--- config.mk ---
export PLATFORM = sky130hd
export DESIGN_NAME = rv_fetch
export DESIGN_NICKNAME = d
export VERILOG_FILES = /design/src/rtl/rv_fetch.sv
export SDC_FILE = /design/constraint.sdc
export NUM_CORES = 1
export LEC_CHECK = 0
export BUFFER_PORTS_ARGS = -buffer_cell sky130_fd_sc_hd__buf_2
export CAP_MARGIN = 20
export CORE_MARGIN = 8
export CORE_UTILIZATION = 44
export DETAILED_ROUTE_END_ITERATION = 6
export PLACE_DENSITY = 0.76
export SETUP_SLACK_MARGIN = 0.05
export SKIP_LAST_GASP = 1
export SLEW_MARGIN = 20
export SYNTH_ARGS = -nofsm -noshare
export SYNTH_HDL_FRONTEND = slang
export SYNTH_SLANG_ARGS = --single-unit
--- constraint.sdc ---
create_clock -name clk_i -period 1.87 [get_ports clk_i]
set_clock_uncertainty 0.05 [all_clocks]
set_input_delay 0.0935 -clock clk_i [delete_from_list [all_inputs] [get_ports clk_i]]
set_output_delay 0.0935 -clock clk_i [all_outputs]
set_load 0.02 [all_outputs]
--- src/rtl/rv_fetch.sv ---
// rv_fetch: instruction fetch stage. It issues one instruction-memory read at a time
// and hands the registered word to decode under a valid/ready handshake.
module rv_fetch #(
    parameter logic [31:0] RESET_PC = 32'h0000_0000
) (
    input  logic        clk_i,
    input  logic        rst_i,
    output logic        imem_req_o,
    output logic [31:0] imem_addr_o,
    input  logic        imem_gnt_i,
    input  logic        imem_rvalid_i,
    input  logic [31:0] imem_rdata_i,
    input  logic        imem_err_i,
    output logic        instr_valid_o,
    input  logic        instr_ready_i,
    output logic [31:0] instr_o,
    output logic [31:0] instr_pc_o,
    output logic [6:0]  instr_op_o,
    input  logic        branch_taken_i,
    input  logic [31:0] branch_target_i,
    output logic        fetch_err_o,
    output logic [1:0]  err_cause_o
);
    typedef enum logic [2:0] {IDLE, REQ, WAIT, VALID, ERR} state_t;

    state_t      state_q;
    logic [31:0] pc_q, pc_d, instr_q, ipc_q;
    logic [1:0]  cause_q;

    assign pc_d = branch_taken_i ? branch_target_i : pc_q + 32'd4;

    always_ff @(posedge clk_i) begin
        if (rst_i) begin
            state_q <= IDLE;
            pc_q    <= RESET_PC;
            instr_q <= 32'h0000_0013;
            ipc_q   <= 32'h0;
            cause_q <= 2'd0;
        end else begin
            case (state_q)
                IDLE:  state_q <= REQ;
                REQ:   if (imem_gnt_i) state_q <= WAIT;
                WAIT:  if (imem_rvalid_i) begin
                    if (imem_err_i) begin
                        state_q <= ERR;
                        cause_q <= 2'd2;
                    end else begin
                        instr_q <= imem_rdata_i;
                        ipc_q   <= pc_q;
                        state_q <= VALID;
                    end
                end
                VALID: if (instr_ready_i) begin
                    // a misaligned target halts fetch before it can reach the address bus
                    if (pc_d[1:0] != 2'b00) begin
                        state_q <= ERR;
                        cause_q <= 2'd1;
                    end else begin
                        pc_q    <= pc_d;
                        state_q <= REQ;
                    end
                end
                ERR:   state_q <= ERR;
                default: state_q <= IDLE;
            endcase
        end
    end

    assign imem_req_o    = state_q == REQ;
    assign imem_addr_o   = pc_q;
    assign instr_valid_o = state_q == VALID;
    assign instr_o       = instr_q;
    assign instr_pc_o    = ipc_q;
    assign instr_op_o    = instr_q[6:0];
    assign fetch_err_o   = state_q == ERR;
    assign err_cause_o   = cause_q;
endmodule

==> results of run 1 <==
## final timing paths
check / end / slack (ps)
setup / recovery: imem_addr_o[29] / 80
hold / removal: imem_addr_o[19] / 10
setup reg to reg: imem_addr_o[29] / 80
hold reg to reg: instr_o[28] / 410
## flip-flops by register name, indices dropped and copies added (netlist names)
name         count
imem_addr_o     32
err_cause_o      2
state_q          3
instr_o         32
instr_pc_o      32
## kinds of logic (layout without fill, tap and decap cells)
| logic type | Yosys count | count (layout) | share of synthesized area, % |
|---|---|---|---|
| simple gates | 271 | 271 | 27.2 |
| compound gates | 160 | 160 | 20.2 |
| flops | 101 | 101 | 43.7 |
| buf+inv | 65 | 297 | 6.11 |
| mux | 11 | 11 | 2.44 |
| fa+ha+maj | 1 | 1 | 0.271 |
| other cells | 0 | 2 | 0 |
## cell usage in the layout (no fill, tap or decap), drive strengths merged, types with 3 or more instances in the layout
cell and n:
dfxtp 101, nand2 158, inv 9, and3 7, nand3 20, a22oi 3
a31oi 8, o21ai 23, a21oi 87, dlygate4sd3 39, a21o 3, clkbuf 13
nor2 30, o21bai 3, and4 6, o31ai 4, o22ai 3, nor3b 3
nor3 13, nand4 5, nand3b 3, and2 3, nor4 9, mux2i 9
buf 233, a311oi 4, or3 5, a211oi 7
## cell usage after synthesis (all sizes together) (5+ instances only)
master  number  area [sq um]
nor3        13          65.1
clkbuf      36           140
and3         7          43.8
and4         6          53.8
a21oi       87           435
mux2i        9          90.1
inv          9          33.8
buf         20           109
nand2      158           593
or3          5          31.3
nand3       20           113
o21ai       23           115
a31oi        8          50.1
nor4         9          68.8
dfxtp      101          2020
nand4        5          46.3
a211oi       7          52.6
nor2        30           113
## power by group
| group | total [W] | switching, W | internal (W) |
|---|---|---|---|
| Sequential | 0.00219 | 0.0000162 | 0.00217 |
| Clock | 0.00157 | 0.000736 | 0.000829 |
| Combinational | 0.000524 | 0.000285 | 0.000239 |
| Total | 0.00428 | 0.00104 | 0.00324 |
## layout make-up
type | count | share of cell area, %
tap | 136 | 2.55
multi-input combinational | 443 | 36.2
antenna | 2 | 0.0750
timing repair buffer | 272 | 26.6
sequential | 101 | 30.7
inverter | 9 | 0.506
clock buffer | 13 | 2.38
clock inverter | 3 | 1.01
## what timing repair did
action | 4_1_cts | 5_1_grt
gates resized for setup | 3 | 22
setup buffers | 0 | 4
hold buffers | 39 | 0
pin swaps | 2 | 6
hold endpoints to repair | 39 | 0
endpoints found under the setup margin | 6 | 19
## worst max-delay path, cell delays in order (launching register included)
cell and delay [ps]:
dfxtp_1 380, and4_2 320, nand4_4 190, nor4_1 250, mux2_2 370, a31oi_1 150
## metrics by stage
stage	hold WS [ps]	setup slack, ps
after global placement	260	49.6
after global routing	8.46	10.8
after CTS	5.08	50.5
after detailed placement	271	-7.23
final	12.8	84.6
after floorplan	168	-29.9
## layer usage
layer  vias to the layer above  GRT usage (%)  wire, um
met4                         0           6.09       233
met2                       221           35.2      7450
met5                         -              0         0
met1                      2402           26.2      6750
met3                        20           5.62      1210
li1                       2569              -         -
==> impl_metrics.tcl, run 1 <==
set metrics [dict create \
    cts_tree "done" \
    synth_seq_area_share_pct 43.7 \
    drive_gt1_share_pct 33.8 \
    fillers 853 \
    die_h_um 119 \
    cp_max_fo 8 \
    min_path_type "input pin to register" \
    numPortBuffers 178 \
    total_power_w 0.00428 \
    grt_max_degree 65 \
    period_needed_ps 1790 \
    place_congestion 0.897 \
    root_buffer "clkbuf_8" \
    wirelength_mm 15.7 \
    drt_iter0_markers 459 \
    critPathRequiredTime_ps 2120 \
    synth_area_sq_um 4620 \
    numCtsBuffers 9 \
    finalInstanceArea_sq_um 6680 \
    rows 37 \
    clk_pin_slew_ps 100 \
    core_sq_um 10300 \
    r2r_start "imem_addr_o[5]" \
    clock_latency_ps 370 \
    holdCritStartpoint "branch_target_i[19]" \
    peakVddDrop_mv 0.386 \
    initial_core_util_pct 45.0 \
    dieArea_sq_um 14000 \
    syn_area_per_cell_sq_um 7.59 \
    leakage_nw 2.84 \
    status "complete, no violations" \
    grt_pass1_wl_mm 25.3 \
    hpwl_mm 10.8 \
    postSynthCellCount 609 \
    ys.flop_type "dfxtp_1" \
    gr-total-overflow 0 \
    route.antenna.remaining_nets 0 \
    regArea_sq_um 2050 \
    drv_cap 0 \
    vias_per_cell 5.32 \
    place_area_sq_um 5930 \
    postLayoutCoreUtil_pct 65.0 \
    synth-edff-count 0 \
    wl_per_cell_um 16.0 \
    die_w_um 119 \
    async_flop_share_pct 0 \
    cts_num_sinks 101 \
    critPathCaptureType "register" \
    drcViolationCount 0 \
    finalSetupViolCount 0 \
    synth-warning-count 0 \
    syn_nets 681 \
    multi_input_area_sq_um 2420 \
    slew_headroom_pct 56.9 \
    antenna_found_initial 2 \
    tns_ps 0 \
    h-tree-depth 3 \
    detail_route.first_pass.iterations 5 \
    period_share_pct 95.5 \
    via_count 5212 \
    grt_pass1_vias 5095 \
    dp_cells 918 \
    startpoint_type "register" \
    syn_to_final_growth_pct 44.4 \
    critPathLaunch "imem_addr_o[5]" \
    hold_viol_final 0 \
    cp.arrival_ps 2030 \
    track_usage_pct 21.1 \
    cts_buffer_depth 2 \
    yosys_register_bits 101 \
    fmax_mhz 560 \
    slew_viol_final 0 \
    rsz0062_at_grt "yes" \
    r2r_cells 5 \
    power_density_nw_per_um2 641 \
    hold_depth 3 \
    ys_types 54 \
    final_cells 979 \
    io_pins 179 \
    nets 908 \
    worstSetupPathType "register to register" \
    tightest_slew_ps 646 \
]
No activity file was read; power rests on OpenSTA's default activity.
==> inputs of run 2 (changes only) <==
CELL_PAD_IN_SITES_DETAIL_PLACEMENT = 1   (was unset)
CELL_PAD_IN_SITES_GLOBAL_PLACEMENT = 1   (was unset)
CORE_UTILIZATION = 31   (was 44)
PLACE_DENSITY = unset   (was 0.76)
PLACE_DENSITY_LB_ADDON = 0.15   (was unset)
==> run 2 against run 1 <==
Non-clock buffer count increased by 4. Power increased by 16%. Critical path depth unchanged. Routed wire length increased by 17%.
==> impl_metrics.tcl, run 2 (synthesis results as in run 1) <==
set metrics [dict create \
    status "complete, no violations" \
    numCtsBuffers 9 \
    n_antenna_cell 0 \
    dp_cells 975 \
    startpoint_type "register" \
    fmax_mhz 550 \
    die_w_um 138 \
    layout_common_cells "buf_2, nand2_1, a21oi_1" \
    initial_core_util_pct 31.8 \
    final_cells 1029 \
    worstSetupPathType "register to register" \
    rsz0062_at_grt "yes" \
    peakVddDrop_mv 0.391 \
    internal_power_w 0.00381 \
    antenna_found_initial 0 \
    comb_power_share_pct 10.7 \
    dieArea_sq_um 19100 \
    via_count 5202 \
    wl_per_cell_um 17.7 \
    root_buffer "clkbuf_16" \
    rows 44 \
    route.met2.wl_mm 9.34 \
    sw_frac_of_total_pct 23.5 \
    gr-total-overflow 0 \
    drv_cap 0 \
    drive_gt1_share_pct 35.3 \
    total_power_w 0.00497 \
    cp_max_fo 6 \
    multi_input_area_sq_um 2450 \
    io_pins 179 \
    leakage_nw 2.95 \
    met3_length_um 766 \
    min_path_type "input pin to register" \
    grt_pass1_wl_mm 29.0 \
    period_needed_ps 1820 \
    route.antenna.remaining_nets 0 \
    hpwl_mm 12.8 \
    clk_pin_slew_ps 70 \
    clock_latency_ps 350 \
    cts_tree "done" \
    critPathRequiredTime_ps 2020 \
    power_density_nw_per_um2 719 \
    drcViolationCount 0 \
    syn_to_final_growth_pct 49.5 \
    place_area_sq_um 6040 \
    fillers 1811 \
    p_clk_share_pct 45.3 \
    hold_viol_final 0 \
    h-tree-depth 3 \
    slew_headroom_pct 51.0 \
    numPortBuffers 178 \
    wirelength_mm 18.2 \
    track_usage_pct 18.2 \
    finalInstanceArea_sq_um 6910 \
    slew_viol_final 0 \
    grt_pass1_vias 5491 \
    nets 912 \
    period_share_pct 97.3 \
    p_seq_share_pct 44.1 \
    vias_per_cell 5.06 \
    cts_num_sinks 101 \
    tightest_slew_ps 735 \
    mostFrequentLayoutCell "buf_2" \
    postLayoutCoreUtil_pct 47.6 \
    drt_iter0_markers 218 \
    p_sw_w 0.00117 \
    dr.max_layer_used "met4" \
    finalSetupViolCount 0 \
    regArea_sq_um 2050 \
    holdWs_ps 13.2 \
    detail_route.first_pass.iterations 4 \
    grt_max_degree 59 \
    critPathCaptureType "register" \
    cts_buffer_depth 2 \
    die_h_um 138 \
    place_congestion 0.823 \
    drt-met1-wl_mm 7.94 \
    core_sq_um 14500 \
    cp.arrival_ps 1970 \
]
[run 2: cell count changes in the layout (fill, tap and decap cells not counted), sizes merged]
cell,change
bufinv,+1
diode,-2
clkinvlp,+1
dlygate4sd3,-3
clkbuf,-1
buf,+6
[run 2: layout make-up]
| cell class | instances | share of cell area (%) |
|---|---|---|
| sequential | 101 | 29.6 |
| timing repair buffer | 276 | 26.0 |
| inverter | 9 | 0.489 |
| clock buffer | 11 | 3.67 |
| tap | 184 | 3.33 |
| multi-input combinational | 443 | 35.4 |
| clock inverter | 5 | 1.52 |
[run 2: timing repair]
action                     in CTS  in global routing
gates resized for setup         9                 17
setup buffers                   0                  1
hold endpoints to repair       36                  0
pin swaps                       2                  3
hold buffers                   36                  0
gates cloned                    0                  1
setup endpoints to repair       7                 16
[run 2: through the flow]
stage / worst slack [ps] / TNS (ps)
4_1_cts: 26.4 / 0
3_5_place_dp: -95.3 / -95.3
2_1_floorplan: -29.9 / -53.4
5_1_grt: -7.61 / -12.3
3_3_place_gp: 81.4 / 0
6_report: 50.7 / 0
[run 2: final timing paths]
path	startpoint	to	slack (ps)	cells after the start
setup / recovery	imem_addr_o[12]	imem_addr_o[26]	50	5
hold / removal	branch_target_i[24]	imem_addr_o[24]	10	3
setup reg to reg	imem_addr_o[12]	imem_addr_o[26]	50	5
hold reg to reg	instr_pc_o[1]	instr_pc_o[1]	400	2
[run 2: power by group through the flow]
| stage | combinational [W] | clock (W) | sequential (W) |
|---|---|---|---|
| after floorplan | 0.000230 | 0 | 0.00227 |
| after global placement | 0.000457 | 0 | 0.00224 |
| after detailed placement | 0.000464 | 0 | 0.00224 |
| after CTS | 0.000528 | 0.00231 | 0.00219 |
| after global routing | 0.000579 | 0.00238 | 0.00219 |
| final | 0.000531 | 0.00225 | 0.00219 |
[run 2: layer usage]
metal,vias up,track usage [%]
met5,-,0
met1,2516,21.3
li1,2570,-
met3,11,3.97
met2,105,32.3
met4,0,5.72
[run 2: worst max-delay path, stage by stage, from the launching register on]
cell and delay [ps]:
dfxtp_2 340, nand4_1 160, or4_4 500, or4_1 410, o21ai_1 120, a211oi_1 90
